===== src/rtl/iicc_link_ctrl.sv =====
// Inter-chassis GT link bring-up/supervision: GT reset sequencing, periodic
// comma hunt and lock, then framing/error-rate monitoring with automatic retrain.
module iicc_link_ctrl #(
  parameter int DWIDTH       = 32,
  parameter int COMMA_PERIOD = 16,
  parameter int RST_CYCLES   = 64,
  parameter int DONE_TIMEOUT = 65535,
  parameter int HUNT_TIMEOUT = 4096,
  parameter int LOCK_COUNT   = 8,
  parameter int MISS_MAX     = 4,
  parameter int ERR_WINDOW   = 1024,
  parameter int ERR_MAX      = 16
) (
  input  logic                  clk,
  input  logic                  rst_n,
  input  logic                  resetdone,
  input  logic [DWIDTH/8-1:0]   rxcharisk,
  input  logic [DWIDTH/8-1:0]   rxdisperr,
  input  logic [DWIDTH/8-1:0]   rxnotintable,
  input  logic                  force_retrain,
  output logic                  gt_reset,
  output logic                  rxuserrdy,
  output logic                  link_up,
  output logic [2:0]            state,
  output logic [15:0]           retrain_cnt,
  output logic [15:0]           err_cnt
);
  localparam int PW = $clog2(COMMA_PERIOD);
  localparam int CW = $clog2(((RST_CYCLES > DONE_TIMEOUT) ? RST_CYCLES : DONE_TIMEOUT) + 1);
  localparam int HW = $clog2(HUNT_TIMEOUT + 1);
  localparam int GW = $clog2(LOCK_COUNT + 1);
  localparam int MW = $clog2(MISS_MAX + 1);
  localparam int WW = $clog2(ERR_WINDOW + 1);
  localparam int EW = $clog2(ERR_MAX + 1);

  typedef enum logic [2:0] {
    S_RESET = 3'd0, S_WAIT_DONE = 3'd1, S_HUNT = 3'd2,
    S_ALIGN = 3'd3, S_UP = 3'd4, S_RETRAIN = 3'd5
  } state_t;

  state_t         state_reg, state_next;
  logic [CW-1:0]  cyc_reg;
  logic [HW-1:0]  hunt_reg;
  logic [PW-1:0]  pcnt_reg, pcnt_next;
  logic [GW-1:0]  good_reg, good_next;
  logic [MW-1:0]  miss_reg, miss_next;
  logic [WW-1:0]  win_cnt_reg;
  logic [EW-1:0]  win_err_reg;
  logic [15:0]    retrain_cnt_reg, err_cnt_reg;
  logic           gt_reset_reg, rxuserrdy_reg, link_up_reg;

  logic comma, partial, cerr, due, off_slot;
  assign comma    = &rxcharisk;
  assign partial  = (|rxcharisk) & ~comma;
  assign cerr     = |(rxdisperr | rxnotintable);
  assign due      = (pcnt_reg == '0);
  // Any slot that breaks the comma cadence: missing at due, or K seen early.
  assign off_slot = (due & ~comma) | (~due & (comma | partial));

  always_comb begin
    state_next = state_reg;
    pcnt_next  = pcnt_reg + PW'(1);
    good_next  = '0;
    miss_next  = '0;
    case (state_reg)
      S_RESET: begin
        pcnt_next = '0;
        if (cyc_reg == CW'(RST_CYCLES - 1)) state_next = S_WAIT_DONE;
      end
      S_WAIT_DONE: begin
        pcnt_next = '0;
        if (resetdone) state_next = S_HUNT;
        else if (cyc_reg == CW'(DONE_TIMEOUT - 1)) state_next = S_RESET;
      end
      S_HUNT: begin
        if (comma) begin
          pcnt_next  = PW'(1);
          good_next  = GW'(1);
          state_next = S_ALIGN;
        end
      end
      S_ALIGN: begin
        good_next = good_reg;
        if (due && comma) begin
          pcnt_next = PW'(1);
          good_next = good_reg + GW'(1);
          if (good_reg + GW'(1) == GW'(LOCK_COUNT)) state_next = S_UP;
        end else if (off_slot) begin
          if (comma) begin
            pcnt_next = PW'(1);
            good_next = GW'(1);
          end else begin
            state_next = S_HUNT;
          end
        end
      end
      S_UP: begin
        miss_next = miss_reg;
        if (due && comma) begin
          pcnt_next = PW'(1);
          miss_next = '0;
        end else if (off_slot) begin
          miss_next = miss_reg + MW'(1);
          if (miss_reg + MW'(1) == MW'(MISS_MAX)) state_next = S_RETRAIN;
        end
        if (cerr && (win_err_reg + EW'(1) >= EW'(ERR_MAX))) state_next = S_RETRAIN;
      end
      default: begin
        pcnt_next  = '0;
        state_next = S_RESET;
      end
    endcase
    if ((state_reg == S_HUNT || state_reg == S_ALIGN) && hunt_reg == HW'(HUNT_TIMEOUT - 1))
      state_next = S_RETRAIN;
    if (force_retrain && state_reg != S_RESET && state_reg != S_RETRAIN)
      state_next = S_RETRAIN;
  end

  always_ff @(posedge clk) begin
    if (!rst_n) begin
      state_reg       <= S_RESET;
      cyc_reg         <= '0;
      hunt_reg        <= '0;
      pcnt_reg        <= '0;
      good_reg        <= '0;
      miss_reg        <= '0;
      win_cnt_reg     <= '0;
      win_err_reg     <= '0;
      retrain_cnt_reg <= '0;
      err_cnt_reg     <= '0;
      gt_reset_reg    <= 1'b1;
      rxuserrdy_reg   <= 1'b0;
      link_up_reg     <= 1'b0;
    end else begin
      state_reg <= state_next;
      cyc_reg   <= (state_next != state_reg) ? '0 : cyc_reg + CW'(1);
      hunt_reg  <= (state_reg == S_HUNT || state_reg == S_ALIGN) ? hunt_reg + HW'(1) : '0;
      pcnt_reg  <= pcnt_next;
      good_reg  <= good_next;
      miss_reg  <= miss_next;
      // Error-rate window runs only while UP and restarts on every UP entry.
      if (state_reg == S_UP) begin
        if (win_cnt_reg == WW'(ERR_WINDOW - 1)) begin
          win_cnt_reg <= '0;
          win_err_reg <= '0;
        end else begin
          win_cnt_reg <= win_cnt_reg + WW'(1);
          win_err_reg <= win_err_reg + EW'(cerr);
        end
        if (cerr && err_cnt_reg != 16'hFFFF) err_cnt_reg <= err_cnt_reg + 16'd1;
      end else begin
        win_cnt_reg <= '0;
        win_err_reg <= '0;
      end
      if (state_next == S_RETRAIN && state_reg != S_RETRAIN && retrain_cnt_reg != 16'hFFFF)
        retrain_cnt_reg <= retrain_cnt_reg + 16'd1;
      gt_reset_reg  <= (state_next == S_RESET);
      rxuserrdy_reg <= (state_next == S_HUNT) || (state_next == S_ALIGN) || (state_next == S_UP);
      link_up_reg   <= (state_next == S_UP);
    end
  end

  assign state       = state_reg;
  assign gt_reset    = gt_reset_reg;
  assign rxuserrdy   = rxuserrdy_reg;
  assign link_up     = link_up_reg;
  assign retrain_cnt = retrain_cnt_reg;
  assign err_cnt     = err_cnt_reg;
endmodule


===== config.mk =====
export PLATFORM = sky130hd
export DESIGN_NAME = iicc_link_ctrl
export DESIGN_NICKNAME = d
export VERILOG_FILES = /design/src/rtl/iicc_link_ctrl.sv
export SDC_FILE = /design/constraint.sdc
export NUM_CORES = 1
export LEC_CHECK = 0
export ABC_CLOCK_PERIOD_IN_PS = 3320
export BUFFER_PORTS_ARGS = -buffer_cell sky130_fd_sc_hd__buf_2
export CAP_MARGIN = 0
export CORE_MARGIN = 2
export CORE_UTILIZATION = 35
export CTS_BUF_LIST = sky130_fd_sc_hd__clkbuf_8
export DETAILED_ROUTE_END_ITERATION = 7
export GPL_ROUTABILITY_DRIVEN = 0
export SLEW_MARGIN = 25
export SYNTH_ARGS = -nofsm -noshare
export SYNTH_HDL_FRONTEND = slang
export SYNTH_SLANG_ARGS = --single-unit

===== constraint.sdc =====
create_clock -name clk -period 3.32 [get_ports clk]
set_input_delay 0.332 -clock clk [delete_from_list [all_inputs] [get_ports clk]]
set_output_delay 0.332 -clock clk [all_outputs]
set_load 0.02 [all_outputs]

==> impl_results.md, run 1 <==
* Status: finished clean
* Routed vias at 3,673
* Vias in the first global route at 3,523
* CTS sink count at 94
* Vias/cell at 4.98
* Unrepaired setup endpoints after global routing: false
* Die area at 13,800 um2
* I/O pin count at 54
* Final #Nets at 589
* Seq/Total Area, Yosys at 41.7%
* Slew @ Worst Pin at 799 ps
* Pin count of the biggest net entering global routing at 32
* Clk_skew at 10.9 ps
* ANT cells at 0
* Setup repair bufs after CTS at 0
* Peak supply drop at 0.164 mV
* DIE HEIGHT at 118 um
* H-Tree Depth at 3
* Antenna-violating nets left at 0
* Clk_lat worst skew at 370 ps
* Flops & latches, synth at 94
* Clk slew on worst S/H paths at 100 ps
* Post-synthesis area per instance at 8.80 um2
* Max-cap violations at 0
* Slew HR at 46.6%
* Post-synthesis cell type count at 47
* WS Path Type: register to register
* CP required at 3580 ps
* Grt ovf at 0
* DRC violations left at 0
* Routed len/inst at 13.0 um
* Port Buffers at 53
* Final Max Slew Viols at 0
* Crit Path Max Fanout at 17
* Detailed Route Iter0 Violations at 191
* Final core utilization at 40.9%
* Top FF cell, synth: dfxtp_1
* Aggregate global-route resource usage at 14.5%
* CP endpoint kind: register
* Root Driver: clkbuf_8
* PwrDens at 407 nW/um2
* Number of cells upsized or downsized after cts at 0
* Static leakage at 0.00214 uW
* Number of enable flip-flop cells after synthesis at 0
* Hold/Removal Path Class: input port to register
* First-pass GRT wire length at 16,500 um
* Tmin final at 2710 ps
* Max Root-Sink Buffers at 2
* DR pass1 iterations at 4
* CTS tree: built
* Post-synthesis cell count at 513
* Setup ws final at 611 ps
* Syn nets at 542
* Core ar. at 12,600 um2
* # setup viols final at 0
* Initial core utilization at 35.8%
* CTS Hold Bufs at 0
* Data arrival, critical path at 2970 ps
* Fill cells at 1,308
* Fin crit share at 81.6%
* Synthesized area at 4510 um2
* Die X at 118 um
* Number of CTS-inserted buffers at 9
* Num rows at 41
* DP HPWL at 6910 um
* Layout cells sized above 1 at 14.2%
* Critical path launch point type: register
* Achievable frequency at 369 MHz
* Warnings from Yosys at 0
* DP Worst Slack at 556 ps
* TNS Setup at 0 ps
* Area delta synth->final at 14.3%
* Final number of hold-violating endpoints at 0
* Initial antenna violation count at 0
* Final wirelength at 9580 um
* Worst hold slack at 302 ps
* Synth async-reset ratio at 0%
## critical path, stage by stage (launching register included)
cell	delay (ps)
dfxtp_1	350
inv_1	70
ha_1	150
or3b_2	500
nand2_1	170
a32o_2	220
nor4_4	60
a31oi_2	680
nand4_1	230
mux2i_1	160
## stage by stage
step / instance area (um2) / power, uW / cells
finish: 5160 / 2100 / 737
global route: 5160 / 2180 / 737
CTS: 5160 / 2120 / 737
detailed placement: 4920 / 1220 / 721
global placement: 4920 / 1210 / 721
floorplan: 4510 / 1190 / 513
## synth_stat cells (16+ instances only)
cell,n,area [um2]
and2_1,17,106
dfxtp_1,94,1880
xnor2_1,26,228
nand3_1,35,175
nand2_1,52,195
nand4_1,19,119
xor2_1,29,254
nor2_1,43,161
nor3_1,21,105
nand2b_1,16,100
mux2i_1,16,160
and3_1,23,144
## cells by family after synthesis
kind of cell / Yosys count / share of synthesized area, %
and+or+nand+nor: 263 / 31.2
DFF: 94 / 41.7
xor gates and xnor gates: 55 / 10.7
AOI/OAI and AO/OA: 39 / 5.71
buffers and inverters: 32 / 3.05
muxes: 17 / 4.05
adders and majority gates: 13 / 3.60
## cells in the final DEF, fill, tap and decap left out, types with 2 or more instances in the layout
cell / count
dfxtp_1: 94
buf_2: 53
nand2_1: 52
nor2_1: 43
nand3_1: 35
xor2_1: 29
xnor2_1: 26
and3_1: 23
nor3_1: 21
nand4_1: 19
and2_1: 17
nand2b_1: 16
mux2i_1: 16
o21ai_0: 15
ha_1: 13
inv_1: 12
and4_1: 11
a21oi_1: 9
clkbuf_8: 9
nor4_1: 5
nor2b_1: 4
or3_1: 4
a21boi_0: 4
nand3b_1: 3
clkinv_2: 3
bufinv_16: 3
buf_4: 3
nor3b_1: 2
## per-layer routing
layer,share of wire [%],track usage [%],vias up
li1,-,-,1869
met1,48,18.0,1734
met2,46,23.8,57
met3,3.5,3.05,13
met4,2.1,6.85,0
met5,0,0,-
## path summary, 6_finish.rpt
check	start	end	slack [ps]	depth (start not counted)
worst min-delay path	rxcharisk[1]	miss_reg[1]	300	4
worst max-delay path	pcnt_reg[0]	retrain_cnt[10]	610	9
worst max register to register	pcnt_reg[0]	retrain_cnt[10]	610	9
worst min register to register	win_cnt_reg[0]	win_cnt_reg[0]	450	1
## report_power, final
part	internal, uW	leakage (uW)	switching [uW]	total, uW
combinational	19.3	0.00126	32.3	51.6
clock	496	0.000119	413	909
sequential	1130	0.000757	5.89	1140
total	1650	0.00214	451	2100
## area by class of cell
type | count | area [um2] | area share [%]
multi-input cells | 387 | 2490 | 48.3
well taps | 172 | 215 | 4.17
clock buffers | 9 | 124 | 2.40
repair buffers | 56 | 288 | 5.58
clock inverters | 7 | 113 | 2.18
inverters | 12 | 45.0 | 0.873
flip-flops and latches | 94 | 1880 | 36.5
Note: power is estimated with default switching activity, not from simulation.
==> run 2: changes to the inputs <==
--- a/config.mk
+++ b/config.mk
@@ -5,7 +5,7 @@
 export SDC_FILE = /design/constraint.sdc
 export NUM_CORES = 1
 export LEC_CHECK = 0
-export ABC_CLOCK_PERIOD_IN_PS = 3320
+export ABC_CLOCK_PERIOD_IN_PS = 2750
 export BUFFER_PORTS_ARGS = -buffer_cell sky130_fd_sc_hd__buf_2
 export CAP_MARGIN = 0
 export CORE_MARGIN = 2
==> constraint.sdc (replaced) <==
create_clock -name clk -period 2.75 [get_ports clk]
set_input_delay 0.275 -clock clk [delete_from_list [all_inputs] [get_ports clk]]
set_output_delay 0.275 -clock clk [all_outputs]
set_load 0.02 [all_outputs]
==> impl_results.md, run 2 (synthesized netlist as in run 1, its figures left out) <==
* Status: finished clean
* Crit Path Max Fanout at 4
* CTS sink count at 94
* Setup slack, reg-to-reg at 240 ps
* Min-delay src: rst_n
* First-pass GRT wire length at 16,300 um
* CTS tree: built
* Max Root-Sink Buffers at 2
* Fin crit share at 91.2%
* Clk_lat worst skew at 370 ps
* Unrepaired setup endpoints after global routing: false
* DR top layer: met4
* Met2 wire len at 4490 um
* Routed length on met3 at 382 um
* Hold/Removal Path Class: input port to register
* Aggregate global-route resource usage at 14.2%
* Slew @ Worst Pin at 632 ps
* Vias/cell at 4.94
* Reg2reg end: rxuserrdy
* FF-to-FF path depth at 9
* Final number of hold-violating endpoints at 0
* CP endpoint kind: register
* Clk slew on worst S/H paths at 90 ps
* TNS Setup at 0 ps
* Commonest non-fill, non-tap cell in the layout: dfxtp_1
* Final Max Slew Viols at 0
* Peak supply drop at 0.199 mV
* WS Path Type: register to register
* Hold EP: hunt_reg[1]
* Antenna-violating nets left at 0
* Root Driver: clkbuf_8
* Routed vias at 3,684
* Num rows at 41
* Worst hold slack at 234 ps
* Tmin final at 2510 ps
* Worst reg2reg path startpoint: pcnt_reg[0]
* Inst Count DP at 730
* Pin count of the biggest net entering global routing at 56
* WHS Path Cells at 2
* Routed len/inst at 12.9 um
* Layout cells sized above 1 at 15.4%
* Final #Nets at 598
* Initial core utilization at 35.8%
* Max-cap violations at 0
* Detailed Route Iter0 Violations at 214
* Die X at 118 um
* DIE HEIGHT at 118 um
* Slew HR at 57.4%
* CTS Hold Bufs at 0
* Critical path launch point type: register
* DRC violations left at 0
* Vias in the first global route at 3,607
* Achievable frequency at 399 MHz
* Grt ovf at 0
* Area delta synth->final at 15.9%
* Commonest non-fill, non-tap cells in the layout: 94 x dfxtp_1, 53 x buf_2, 52 x nand2_1, 43 x nor2_1, 35 x nand3_1
* Data arrival, critical path at 2830 ps
* I/O pin count at 54
* Final core utilization at 41.5%
* Die area at 13,800 um2
* Static leakage at 0.00218 uW
* Core ar. at 12,600 um2
* Final Power at 2430 uW
* DP HPWL at 6850 um
* H-Tree Depth at 3
* Clk_skew at 11.0 ps
* Number of CTS-inserted buffers at 9
* PwrDens at 465 nW/um2
* # setup viols final at 0
* Final wirelength at 9610 um
* DR pass1 iterations at 4
* CP required at 3070 ps
* Initial antenna violation count at 0
* ANT cells at 0
* Fill cells at 1,286
* M1 wire length at 4650 um
* Final cell count without fillers at 745
* Port Buffers at 53
==> run 2: metal layers <==
metal | vias to the layer above | GRT usage [%]
li1 | 1893 | -
met1 | 1739 | 17.3
met2 | 48 | 24.1
met3 | 4 | 3.63
met4 | 0 | 5.42
met5 | - | 0
==> run 2: layout make-up <==
cell class	instances	area [um2]	share of cell area, %
clock inverters	2	38.8	0.741
clock buffers	13	179	3.42
repair buffers	65	368	7.03
flip-flops and latches	94	1880	36.0
multi-input cells	387	2500	47.9
inverters	12	45.0	0.861
well taps	172	215	4.11
==> run 2: worst max-delay path by stage <==
stage	startpoint	end	depth (start not counted)	slack (ps)
after CTS	pcnt_reg[0]	retrain_cnt[14]	9	70
final	pcnt_reg[0]	rxuserrdy	9	240
after global placement	pcnt_reg[0]	retrain_cnt[14]	9	150
after floorplan	pcnt_reg[0]	cyc_reg[11]	10	460
after global routing	pcnt_reg[0]	rxuserrdy	9	50
after detailed placement	pcnt_reg[0]	retrain_cnt[14]	9	80
==> run 2: worst max-delay path, stage by stage (launching register included) <==
cell     delay [ps]
dfxtp_1         380
inv_1            60
ha_1            200
or3b_2          230
nand2_1         120
a32o_2          320
nor4_4          360
a32oi_2         230
nor3b_1         400
or2_1           150
==> run 2: repair_timing <==
action,in CTS,in global routing
endpoints found under the setup margin,0,15
endpoints found under the hold margin,0,0
resized for setup,0,1
buffers inserted,0,0
==> run 2: power breakdown <==
part / leakage [uW] / switching (uW) / internal (uW)
registers: 0.000757 / 6.68 / 1370
clock network: 0.000112 / 476 / 517
logic: 0.00131 / 40.4 / 26.2
total: 0.00218 / 523 / 1910
==> run 2: metrics by stage <==
stage	instance area, um2	worst slack (ps)
after detailed placement	5000	83.3
after CTS	5220	65.1
final	5230	241
after global placement	5000	146
after global routing	5230	49.5
after floorplan	4510	463
==> run 3: changes to the inputs <==
--- a/config.mk
+++ b/config.mk
@@ -6,12 +6,12 @@
 export NUM_CORES = 1
 export LEC_CHECK = 0
 export ABC_CLOCK_PERIOD_IN_PS = 2750
-export BUFFER_PORTS_ARGS = -buffer_cell sky130_fd_sc_hd__buf_2
 export CAP_MARGIN = 0
 export CORE_MARGIN = 2
 export CORE_UTILIZATION = 35
 export CTS_BUF_LIST = sky130_fd_sc_hd__clkbuf_8
 export DETAILED_ROUTE_END_ITERATION = 7
+export DONT_BUFFER_PORTS = 1
 export GPL_ROUTABILITY_DRIVEN = 0
 export SLEW_MARGIN = 25
 export SYNTH_ARGS = -nofsm -noshare
==> impl_results.md, run 3 (synthesized netlist as in run 1, its figures left out) <==
* Status: finished clean
* Unrepaired setup endpoints after global routing: false
* Number of CTS-inserted buffers at 9
* Seq. cell area at 1880 um2
* CP required at 3030 ps
* Root Driver: clkbuf_8
* Tmin final at 2440 ps
* CP startpoint: pcnt_reg[0]
* Multi-input logic area at 2500 um2
* WS Path Type: register to register
* Commonest non-fill, non-tap cells in the layout: 94 x dfxtp_1, 52 x nand2_1, 43 x nor2_1, 35 x nand3_1, 29 x xor2_1
* Area delta synth->final at 9.70%
* Final #Nets at 544
* I/O pin count at 54
* Critical-path top delay cell: or3b_2
* CP endpoint kind: register
* Static leakage at 0.00191 uW
* Sw Ratio at 20.5%
* Crit Path Max Fanout at 16
* DR pass1 iterations at 4
* Worst hold slack at 44.0 ps
* Die area at 13,800 um2
* Max-cap violations at 0
* Critical path launch point type: register
* Peak supply drop at 0.186 mV
* Gate power share at 1.5%
* CTS tree: built
* CP peak stage delay at 490 ps
* Final wirelength at 9620 um
* Inst Count DP at 674
* Final Max Slew Viols at 0
* Worst reg2reg path startpoint: pcnt_reg[0]
* FF-to-FF path depth at 10
* Data arrival, critical path at 2720 ps
* Pin count of the biggest net entering global routing at 62
* Num rows at 41
* Net Sw Power at 498 uW
* PwrDens at 492 nW/um2
* Port Buffers at 0
* Antenna-violating nets left at 0
* Layout cells sized above 1 at 6.36%
* Int Pwr at 1940 uW
* Initial core utilization at 35.8%
* DP HPWL at 6870 um
* Clk_lat worst skew at 370 ps
* Vias/cell at 5.05
* Reg power frac at 56.4%
* Fin crit share at 88.8%
* ANT cells at 0
* Setup slack, reg-to-reg at 310 ps
* Clk network pwr share at 42.1%
* Max Root-Sink Buffers at 2
* Final Power at 2440 uW
* Initial antenna violation count at 0
* TNS Setup at 0 ps
* Fill cells at 1,311
* # setup viols final at 0
* Critical Path End: cyc_reg[3]
* Hold/Removal Path Class: input port to register
* Clk_skew at 14.2 ps
* Die X at 118 um
* CTS sink count at 94
* Aggregate global-route resource usage at 14.2%
* Final number of hold-violating endpoints at 0
* Grt ovf at 0
* Detailed Route Iter0 Violations at 246
* Vias in the first global route at 3,316
* Commonest non-fill, non-tap cell in the layout: dfxtp_1
* Achievable frequency at 410 MHz
* H-Tree Depth at 3
* Final cell count without fillers at 691
* DIE HEIGHT at 118 um
* First-pass GRT wire length at 16,100 um
* Routed vias at 3,488
* Slew HR at 62.9%
* Core ar. at 12,600 um2
* DRC violations left at 0
* Routed len/inst at 13.9 um
* Clk slew on worst S/H paths at 90 ps
* Reg2reg end: cyc_reg[3]
* Critical-path cell list: inv_1 -> ha_1 -> or3b_2 -> nand2_1 -> a32o_2 -> nor4_4 -> a32oi_2 -> mux2i_4 -> buf_4 -> nor3_1
* Slew @ Worst Pin at 550 ps
* Final core utilization at 39.2%
-- run 3: cell types whose count changed in the layout (fill, tap and decap cells not counted), sizes merged --
cell / delta
buf: -55
clkbuf: -2
clkinv: +1
bufinv: +1
dlygate4sd3: +1
-- run 3: cell type report --
cell class | instances | share of cell area, %
clock buffers | 11 | 3.06
clock inverters | 4 | 1.41
inverters | 12 | 0.910
flip-flops and latches | 94 | 38.0
multi-input cells | 387 | 50.6
well taps | 172 | 4.35
repair buffers | 11 | 1.72
-- run 3: power by group through the flow --
| stage | Sequential (uW) | Combinational [uW] | Clock, uW |
|---|---|---|---|
| detailed placement | 1410 | 36.4 | 0 |
| global route | 1380 | 43.1 | 1110 |
| CTS | 1370 | 38.4 | 1060 |
| finish | 1370 | 37.7 | 1020 |
| global placement | 1400 | 35.5 | 0 |
| floorplan | 1400 | 38.1 | 0 |
-- run 3: how the worst min path moves through the flow --
stage / start / end / depth (start not counted)
after floorplan: rst_n / state[2] / 1
after global placement: rst_n / gt_reset / 1
after detailed placement: rst_n / gt_reset / 1
after CTS: rst_n / state[0] / 1
after global routing: rst_n / state[0] / 1
final: rst_n / state[0] / 1
-- run 3: timing repair --
item / in CTS / in global routing
endpoints found under the setup margin: 0 / 24
hold buffers: 1 / 0
gates resized for setup: 0 / 1
hold endpoints to repair: 1 / 0
buffers inserted: 0 / 1
-- run 3: stage by stage --
| step | setup WS (ps) | area [um2] |
|---|---|---|
| 6_report | 309 | 4950 |
| 5_1_grt | 44.9 | 4950 |
| 4_1_cts | 25.6 | 4940 |
| 2_1_floorplan | 463 | 4510 |
| 3_3_place_gp | 107 | 4700 |
| 3_5_place_dp | 58.4 | 4700 |
-- run 3: metal layers --
layer  track usage [%]  up-vias  wire length [um]
met1              17.4     1623              4510
met2              22.9       60              4420
li1                  -     1788                 -
met4              6.85        0               215
met3              4.12       17               469
met5                 0        -                 0
-- run 3: critical path: cells and delay by family (launching register included) --
family	cells	cell delay, ps
simple gates	4	900
buf+inv	2	270
flops	1	350
fa+ha+maj	1	150
compound gates	2	570
mux	1	110
